File: config.mk
export PLATFORM = sky130hd
export DESIGN_NAME = operand_shift_stage_flat
export DESIGN_NICKNAME = d
export VERILOG_FILES = /design/src/rtl/operand_shift_stage_if.sv /design/src/rtl/operand_shift_stage.sv /design/src/flat_wrapper.sv
export SDC_FILE = /design/constraint.sdc
export NUM_CORES = 1
export LEC_CHECK = 0
export ABC_AREA = 1
export CAP_MARGIN = 30
export CORE_UTILIZATION = 48
export CTS_CLUSTER_DIAMETER = 60
export CTS_CLUSTER_SIZE = 12
export DETAILED_ROUTE_END_ITERATION = 10
export GPL_TIMING_DRIVEN = 1
export PLACE_DENSITY = 0.73
export SLEW_MARGIN = 40
export SYNTH_ARGS = -nofsm -noshare
export SYNTH_HDL_FRONTEND = slang
export SYNTH_SLANG_ARGS = --single-unit
File: constraint.sdc
create_clock -name clk -period 2.2 [get_ports clk]
set_input_delay 0.44 -clock clk [delete_from_list [all_inputs] [get_ports clk]]
set_output_delay 0.44 -clock clk [all_outputs]
set_load 0.01 [all_outputs]
File: src/rtl/operand_shift_stage_if.sv
// Handshake and data bundle between the issue side, this operand stage and the ALU.
interface operand_shift_stage_if;
  logic        in_valid;
  logic        in_ready;
  logic [31:0] instr;
  logic [31:0] rn_val;
  logic [31:0] rm_val;
  logic [31:0] rs_val;
  logic [3:0]  flags;
  logic        out_valid;
  logic        out_ready;
  logic [31:0] alu_a;
  logic [31:0] alu_b;
  logic [3:0]  alu_sel;
  logic        shifter_c;
  logic        cond_pass;
  logic [3:0]  rd;
  logic        s_bit;

  // Producer of instructions and consumer of the ALU bundle.
  modport master (
    output in_valid, instr, rn_val, rm_val, rs_val, flags, out_ready,
    input  in_ready, out_valid, alu_a, alu_b, alu_sel, shifter_c, cond_pass, rd, s_bit
  );

  // The operand stage itself.
  modport slave (
    input  in_valid, instr, rn_val, rm_val, rs_val, flags, out_ready,
    output in_ready, out_valid, alu_a, alu_b, alu_sel, shifter_c, cond_pass, rd, s_bit
  );
endinterface

File: src/rtl/operand_shift_stage.sv
// ARMv4 data-processing operand stage: condition check, barrel shifter and
// shifter carry, registered towards the ALU behind a valid/ready handshake.
module operand_shift_stage #(
  parameter bit REG_SHIFT_STALL = 1'b1
) (
  input  logic                 clk,
  input  logic                 rst_n,
  operand_shift_stage_if.slave bus
);

  typedef enum logic [1:0] {ST_EMPTY, ST_SHIFT, ST_FULL} state_e;
  typedef enum logic [1:0] {SH_LSL, SH_LSR, SH_ASR, SH_ROR} shift_e;

  typedef struct packed {
    logic [31:0] alu_a;
    logic [31:0] alu_b;
    logic [3:0]  alu_sel;
    logic        shifter_c;
    logic        cond_pass;
    logic [3:0]  rd;
    logic        s_bit;
  } bundle_t;

  // Rotate right; n = 0 leaves the value unchanged because v << 32 is zero.
  function automatic logic [31:0] ror32(input logic [31:0] v, input logic [4:0] n);
    return (v >> n) | (v << (6'd32 - {1'b0, n}));
  endfunction

  // Shift by a full 8-bit amount with ARM out-of-range rules; returns {carry, value}.
  function automatic logic [32:0] barrel(input shift_e typ, input logic [7:0] amt,
                                         input logic [31:0] rm, input logic c_in);
    logic [32:0]        t;
    logic signed [32:0] s;
    logic [31:0]        r;
    logic [32:0]        res;
    t   = '0;
    s   = '0;
    r   = '0;
    res = {c_in, rm};
    if (amt != 8'd0) begin
      case (typ)
        // Extra guard bit on the side the data leaves catches the carry.
        SH_LSL: begin
          t   = {1'b0, rm} << amt;
          res = t;
        end
        SH_LSR: begin
          t   = {rm, 1'b0} >> amt;
          res = {t[0], t[32:1]};
        end
        SH_ASR: begin
          s   = $signed({rm, 1'b0}) >>> amt;
          res = {s[0], s[32:1]};
        end
        default: begin
          r   = ror32(rm, amt[4:0]);
          res = {r[31], r};
        end
      endcase
    end
    return res;
  endfunction

  // Shifter operand for all three encodings; returns {carry, value}.
  function automatic logic [32:0] operand(input logic i_bit, input logic [11:0] sh,
                                          input logic [31:0] rm, input logic [7:0] rs,
                                          input logic c_in);
    logic [31:0] imm;
    shift_e      typ;
    logic [32:0] res;
    typ = shift_e'(sh[6:5]);
    imm = ror32({24'd0, sh[7:0]}, {sh[11:8], 1'b0});
    if (i_bit) begin
      res = {(sh[11:8] == 4'd0) ? c_in : imm[31], imm};
    end else if (sh[4]) begin
      res = barrel(typ, rs, rm, c_in);
    end else if (sh[11:7] != 5'd0) begin
      res = barrel(typ, {3'd0, sh[11:7]}, rm, c_in);
    end else begin
      // Zero immediate amounts encode LSL #0, LSR #32, ASR #32 and RRX.
      case (typ)
        SH_LSL:  res = {c_in, rm};
        SH_ROR:  res = {rm[0], c_in, rm[31:1]};
        default: res = barrel(typ, 8'd32, rm, c_in);
      endcase
    end
    return res;
  endfunction

  // Odd condition codes are the inverse of the even one below them; 1111 inverts AL.
  function automatic logic cond_ok(input logic [3:0] cond, input logic [3:0] nzcv);
    logic n, z, c, v, base;
    {n, z, c, v} = nzcv;
    case (cond[3:1])
      3'd0:    base = z;
      3'd1:    base = c;
      3'd2:    base = n;
      3'd3:    base = v;
      3'd4:    base = c & ~z;
      3'd5:    base = (n == v);
      3'd6:    base = ~z & (n == v);
      default: base = 1'b1;
    endcase
    return base ^ cond[0];
  endfunction

  state_e      state_q, state_d;
  state_e      load_state;
  bundle_t     bundle_q, bundle_d;
  logic [32:0] shift_res;
  logic        in_ready;
  logic        out_valid;
  logic        accept;
  logic        unused_bits;

  assign unused_bits = ^{bus.rs_val[31:8], bus.instr[27:26], bus.instr[19:16]};

  // Register-specified shifts optionally take an extra cycle in SHIFT.
  assign load_state = (REG_SHIFT_STALL && !bus.instr[25] && bus.instr[4]) ? ST_SHIFT : ST_FULL;

  // Bundle computed from the inputs presented this cycle; captured only on accept.
  always_comb begin
    shift_res          = operand(bus.instr[25], bus.instr[11:0], bus.rm_val,
                                 bus.rs_val[7:0], bus.flags[1]);
    bundle_d.alu_a     = bus.rn_val;
    bundle_d.alu_b     = shift_res[31:0];
    bundle_d.alu_sel   = bus.instr[24:21];
    bundle_d.shifter_c = shift_res[32];
    bundle_d.cond_pass = cond_ok(bus.instr[31:28], bus.flags);
    bundle_d.rd        = bus.instr[15:12];
    bundle_d.s_bit     = bus.instr[20];
  end

  // Handshake outputs and next state; in_ready never looks at in_valid.
  always_comb begin
    // NOTE: every output gets a default first so no path leaves it unassigned and infers a latch.
    state_d   = state_q;
    in_ready  = 1'b0;
    out_valid = 1'b0;
    case (state_q)
      ST_EMPTY: in_ready = 1'b1;
      ST_FULL: begin
        out_valid = 1'b1;
        in_ready  = bus.out_ready;
      end
      default: ;
    endcase
    accept = bus.in_valid && in_ready;
    case (state_q)
      ST_EMPTY: if (accept) state_d = load_state;
      ST_SHIFT: state_d = ST_FULL;
      ST_FULL:  if (bus.out_ready) state_d = accept ? load_state : ST_EMPTY;
      default:  state_d = ST_EMPTY;
    endcase
  end

  // State register.
  always_ff @(posedge clk or negedge rst_n) begin
    // NOTE: sequential state uses non-blocking assignments so all flops update together.
    if (!rst_n) state_q <= ST_EMPTY;
    else        state_q <= state_d;
  end

  // Output bundle register, loaded on accept and held otherwise.
  always_ff @(posedge clk or negedge rst_n) begin
    // NOTE: the datapath is reset too because the ALU-facing outputs must read zero out of reset.
    if (!rst_n)      bundle_q <= '0;
    else if (accept) bundle_q <= bundle_d;
  end

  assign bus.in_ready  = in_ready;
  assign bus.out_valid = out_valid;
  assign bus.alu_a     = bundle_q.alu_a;
  assign bus.alu_b     = bundle_q.alu_b;
  assign bus.alu_sel   = bundle_q.alu_sel;
  assign bus.shifter_c = bundle_q.shifter_c;
  assign bus.cond_pass = bundle_q.cond_pass;
  assign bus.rd        = bundle_q.rd;
  assign bus.s_bit     = bundle_q.s_bit;

endmodule
File: src/flat_wrapper.sv
// flat-port wrapper written by rule: the top's interface ports become plain ports
module operand_shift_stage_flat 
#(
  parameter bit REG_SHIFT_STALL = 1'b1
)
  (clk, rst_n, bus_in_valid, bus_instr, bus_rn_val, bus_rm_val, bus_rs_val, bus_flags, bus_out_ready, bus_in_ready, bus_out_valid, bus_alu_a, bus_alu_b, bus_alu_sel, bus_shifter_c, bus_cond_pass, bus_rd, bus_s_bit);
  operand_shift_stage_if bus_i ();
  input  logic clk;
  input  logic rst_n;
  input wire logic [$bits(bus_i.in_valid)-1:0] bus_in_valid;
  input wire logic [$bits(bus_i.instr)-1:0] bus_instr;
  input wire logic [$bits(bus_i.rn_val)-1:0] bus_rn_val;
  input wire logic [$bits(bus_i.rm_val)-1:0] bus_rm_val;
  input wire logic [$bits(bus_i.rs_val)-1:0] bus_rs_val;
  input wire logic [$bits(bus_i.flags)-1:0] bus_flags;
  input wire logic [$bits(bus_i.out_ready)-1:0] bus_out_ready;
  output wire logic [$bits(bus_i.in_ready)-1:0] bus_in_ready;
  output wire logic [$bits(bus_i.out_valid)-1:0] bus_out_valid;
  output wire logic [$bits(bus_i.alu_a)-1:0] bus_alu_a;
  output wire logic [$bits(bus_i.alu_b)-1:0] bus_alu_b;
  output wire logic [$bits(bus_i.alu_sel)-1:0] bus_alu_sel;
  output wire logic [$bits(bus_i.shifter_c)-1:0] bus_shifter_c;
  output wire logic [$bits(bus_i.cond_pass)-1:0] bus_cond_pass;
  output wire logic [$bits(bus_i.rd)-1:0] bus_rd;
  output wire logic [$bits(bus_i.s_bit)-1:0] bus_s_bit;
  assign bus_i.in_valid = bus_in_valid;
  assign bus_i.instr = bus_instr;
  assign bus_i.rn_val = bus_rn_val;
  assign bus_i.rm_val = bus_rm_val;
  assign bus_i.rs_val = bus_rs_val;
  assign bus_i.flags = bus_flags;
  assign bus_i.out_ready = bus_out_ready;
  assign bus_in_ready = bus_i.in_ready;
  assign bus_out_valid = bus_i.out_valid;
  assign bus_alu_a = bus_i.alu_a;
  assign bus_alu_b = bus_i.alu_b;
  assign bus_alu_sel = bus_i.alu_sel;
  assign bus_shifter_c = bus_i.shifter_c;
  assign bus_cond_pass = bus_i.cond_pass;
  assign bus_rd = bus_i.rd;
  assign bus_s_bit = bus_i.s_bit;
  operand_shift_stage #(.REG_SHIFT_STALL(REG_SHIFT_STALL)) u_core (.clk(clk), .rst_n(rst_n), .bus(bus_i));
endmodule
==> results of run 1 <==
timing repair:
action                     CTS
setup buffers               48
setup endpoints to repair   34
cloned                      14
pin swaps                  153
gates resized for setup    581
layer usage:
metal  GRT usage [%]  GRT overflow
met1            72.5             0
met2            88.9            53
met5            14.7             0
met3            51.1             0
met4            65.5            48
kinds of logic after synthesis:
group	share of synthesized area, %
AND/OR/NAND/NOR	52.8
AO/OA/AOI/OAI	23.4
buffers and inverters	11.1
flip-flops	11.2
adder cells (fa/ha/maj)	0.727
multiplexers	0.407
XOR/XNOR	0.436
stage by stage:
step                      cell area, µm²  worst slack [ns]  hold slack, ns
after floorplan                    17600            -0.178           0.144
after global placement             24300             -1.15           0.420
after detailed placement           24300             -1.19           0.424
after CTS                          26800           -0.0636          0.0592
==> results.sh, run 1 <==
export IMPL_outcome="stopped before the end"
export IMPL_haltStage="global routing (5_1_grt)"
export IMPL_error="[ERROR GRT-0116] Global routing finished with congestion. Check the congestion regions in the DRC Viewer."
export IMPL_synth_avg_cell_area_um2=5.00
export IMPL_h_tree_depth=3
export IMPL_synthTopCellsByCount="nand2_1 (1396), nand3_1 (502), o21ai_0 (255)"
export IMPL_cts_root_buf="clkbuf_16"
export IMPL_synth_fp_nets=3585
export IMPL_numPortBuffers=182
export IMPL_synth_edf_count=0
export IMPL_place_hpwl_um=86400
export IMPL_overflow=101
export IMPL_ys_seq_elements=77
export IMPL_synthArstFlopShare_pct=100
export IMPL_start_util_pct=49.3
export IMPL_die_h_um=191
export IMPL_synthTopCellsByArea="nand2_1 (30%), nand3_1 (15%), dfrtp_1 (11%)"
export IMPL_dieWidth_um=191
export IMPL_yosysTopAreaCellShare_pct=30.5
export IMPL_synthFlopType="dfrtp_1"
export IMPL_cts_sinks=77
export IMPL_clockBufferDepth=2
export IMPL_yosys_warnings=0
export IMPL_cts_hold_buf=0
export IMPL_netlist_cell_type_count=54
export IMPL_place_gp_congestion=1.29
export IMPL_cts_buffers=9
export IMPL_dp_cells=4539
export IMPL_synth_most_common_cell="nand2_1"
export IMPL_syn_inst=3439
export IMPL_synth_area_leader_cell="nand2_1"
export IMPL_grt_max_degree=51
export IMPL_ioPinCount=213
export IMPL_placementRows=68
export IMPL_ys_seq_area_share_pct=11.2
export IMPL_grt_usage_pct=70.0
export IMPL_grt_pass1_wl_um=193000
export IMPL_mappedNetlistArea_um2=17200
export IMPL_first_global_vias=31200
==> inputs of run 2 (changes only) <==
--- a/config.mk
+++ b/config.mk
@@ -7,12 +7,10 @@
 export LEC_CHECK = 0
 export ABC_AREA = 1
 export CAP_MARGIN = 30
-export CORE_UTILIZATION = 48
-export CTS_CLUSTER_DIAMETER = 60
-export CTS_CLUSTER_SIZE = 12
+export CORE_UTILIZATION = 33
 export DETAILED_ROUTE_END_ITERATION = 10
 export GPL_TIMING_DRIVEN = 1
-export PLACE_DENSITY = 0.73
+export PLACE_DENSITY_LB_ADDON = 0.15
 export SLEW_MARGIN = 40
 export SYNTH_ARGS = -nofsm -noshare
 export SYNTH_HDL_FRONTEND = slang
==> results.sh, run 2 <==
export IMPL_cts_root_buf="clkbuf_16"
export IMPL_yosys_warnings=0
export IMPL_r2r_start="u_core.state_q[0]$_DFFE_PN0P_"
export IMPL_layout_commonest_cell="nand2_1"
export IMPL_synthTopCellsByArea="nand2_1 (30%), nand3_1 (15%), dfrtp_1 (11%)"
export IMPL_cp_end_kind="register"
export IMPL_core_area_um2=51400
export IMPL_cp_start_kind="primary input"
export IMPL_synthFlopType="dfrtp_1"
export IMPL_numPortBuffers=182
export IMPL_drv_cap=0
export IMPL_h_tree_depth=3
export IMPL_place_gp_congestion=1.09
export IMPL_failed_checks="setup timing"
export IMPL_worstSetupStartpoint="bus_instr[7]"
export IMPL_critPathTopFamily="compound AO/OA/AOI/OAI gates"
export IMPL_final_min_clock_period_ns=2.41
export IMPL_tritoncts="yes"
export IMPL_final_nets=4402
export IMPL_cts_buffers=9
export IMPL_crit_path_max_incr_delay_ns=0.49
export IMPL_synth_avg_cell_area_um2=5.00
export IMPL_synth_area_leader_cell="nand2_1"
export IMPL_synth_edf_count=0
export IMPL_hold_path_class="in2async"
export IMPL_placementRows=83
export IMPL_synthAdderAreaFrac_pct=0.727
export IMPL_first_global_vias=26900
export IMPL_crit_chain="buf_12, clkinv_8, ha_4, xor2_4, buf_12, buf_8, nand3_2, o21ai_2, buf_4, o211ai_1, nand3_2, nand2_2, nand2_2, a21oi_4, a21boi_2"
export IMPL_synth_most_common_cell="nand2_1"
export IMPL_critPathArrivalTime_ns=2.65
export IMPL_vias_per_cell=5.77
export IMPL_fmax_ghz=0.415
export IMPL_place_area_um2=25400
export IMPL_tightest_slew_ns=0.605
export IMPL_synthTopCellsByCount="nand2_1 (1396), nand3_1 (502), o21ai_0 (255)"
export IMPL_synth_top_family_by_area="simple AND/OR/NAND/NOR gates"
export IMPL_grt_max_degree=42
export IMPL_grt_pass1_wl_um=177000
export IMPL_clk_latency_ns=0.36
export IMPL_criticalPathCategory="in2reg"
export IMPL_die_area_um2=53100
export IMPL_yosys_mux_area_fraction_pct=0.407
export IMPL_die_h_um=230
export IMPL_critPathBufInv=5
export IMPL_setup_viol_count_final=20
export IMPL_skew_ns=0.00823
export IMPL_power_density_nw_per_um2=418
export IMPL_syn_inst=3439
export IMPL_cts_sinks=77
export IMPL_netlist_cell_type_count=54
export IMPL_antenna_found_initial=0
export IMPL_cts_hold_buf=0
export IMPL_outcome="finished with violations"
export IMPL_ys_seq_elements=77
export IMPL_clkTransAtPathRegs_ns=0.07
export IMPL_period_share_pct=109
export IMPL_final_cell_mix="nand2_1 (1196), buf_4 (731), nand3_1 (395)"
export IMPL_grt_usage_pct=44.9
export IMPL_wire_per_inst_um=24.9
export IMPL_overflow=0
export IMPL_synthArstFlopShare_pct=100
export IMPL_hold_slack_ns=0.0570
export IMPL_drtIter0Drc=3639
export IMPL_clockBufferDepth=2
export IMPL_synth_xor_area_share_pct=0.436
export IMPL_setup_tns_ns=-1.32
export IMPL_synth_fp_nets=3585
export IMPL_dieWidth_um=230
export IMPL_drt_wl_total_um=123000
export IMPL_p_leak_nw=14.3
export IMPL_peakVddDrop_mv=0.344
export IMPL_place_hpwl_um=98600
export IMPL_dr_pass1_iters=7
export IMPL_yosysTopAreaCellShare_pct=30.5
export IMPL_timing_reg2reg_setup_slack_ns=0.54
export IMPL_synthSimpleGateAreaFrac_pct=52.8
export IMPL_ioPinCount=213
export IMPL_slowest_stage="o211ai_1"
export IMPL_ant_nets=0
export IMPL_crit_fanout=4
export IMPL_worst_slack_ns=-0.208
export IMPL_required_ns=2.44
export IMPL_maxSlewHeadroom_pct=59.5
export IMPL_final_cell_area_um2=29300
export IMPL_ys_seq_area_share_pct=11.2
export IMPL_start_util_pct=33.5
export IMPL_synth_compound_gate_area_share_pct=23.4
export IMPL_drc=0
export IMPL_layout_drive_gt1_share_pct=36.2
export IMPL_hold_viol_final=0
export IMPL_mappedNetlistArea_um2=17200
export IMPL_grt_setup_unrepaired="yes"
export IMPL_area_growth_syn_to_layout_pct=70.4
export IMPL_final_max_slew_viol_count=0
export IMPL_num_vias=28500
export IMPL_antenna_cells=0
[run 2: cell counts after synthesis]
No cell type changed its count.
[run 2: report_power, final]
| part | internal (mW) | switching [mW] | leakage (nW) |
|---|---|---|---|
| logic | 3.72 | 5.11 | 13.3 |
| clock network | 0.781 | 0.702 | 0.138 |
| registers | 1.72 | 0.217 | 0.934 |
[run 2: per-layer routing]
metal | share of wire, % | GRT usage [%] | up-vias
li1 | - | - | 13100
met1 | 37 | 53.9 | 13100
met2 | 44 | 71.8 | 1736
met3 | 8.2 | 5.84 | 530
met4 | 10 | 37.3 | 0
met5 | 0 | 0 | -
[run 2: path summary, 6_finish.rpt]
path / to / cells past startpoint
max in group asynchronous: u_core.bus.alu_b[1]$_DFFE_PN0P_ / 2
hold reg to reg: u_core.bus.alu_a[11]$_DFFE_PN0P_ / 2
setup reg to reg: u_core.bus.alu_b[0]$_DFFE_PN0P_ / 8
setup / recovery: u_core.bus.alu_b[19]$_DFFE_PN0P_ / 15
min in group clk: u_core.bus.alu_a[11]$_DFFE_PN0P_ / 2
hold / removal: u_core.bus.alu_a[8]$_DFFE_PN0P_ / 1
[run 2: final cells by class]
cell class	count	area, µm²
fill	5400	22100
multi-input combinational	2907	15900
timing repair buffer	1037	9380
sequential	77	1930
inverter	223	943
tap	680	851
clock buffer	9	225
clock inverter	7	58.8
timing repair inverter	1	11.3
[run 2: through the flow]
step | total power, mW | utilization, % | setup slack (ns) | cells
after detailed placement | 9.38 | 49.4 | -1.21 | 4849
final | 12.2 | 57.0 | -0.208 | 4941
after global routing | 12.8 | 57.0 | -0.212 | 4941
after floorplan | 5.35 | - | -0.178 | 3439
after CTS | 11.6 | 54.2 | -0.0567 | 4919
after global placement | 9.41 | 49.4 | -1.20 | 4849
[run 2: cell families after synthesis]
family                   after synthesis
AO/OA/AOI/OAI                        711
flip-flops                            77
XOR/XNOR                               6
multiplexers                           7
buffers and inverters                455
adder cells (fa/ha/maj)               10
AND/OR/NAND/NOR                     2173
[run 2: repair_timing]
item,CTS,global route
resized for setup,582,399
setup buffers,47,23
setup endpoints to repair,33,33
pin swaps,145,144
cloned,8,3
No activity file was read; power rests on OpenSTA's default activity.
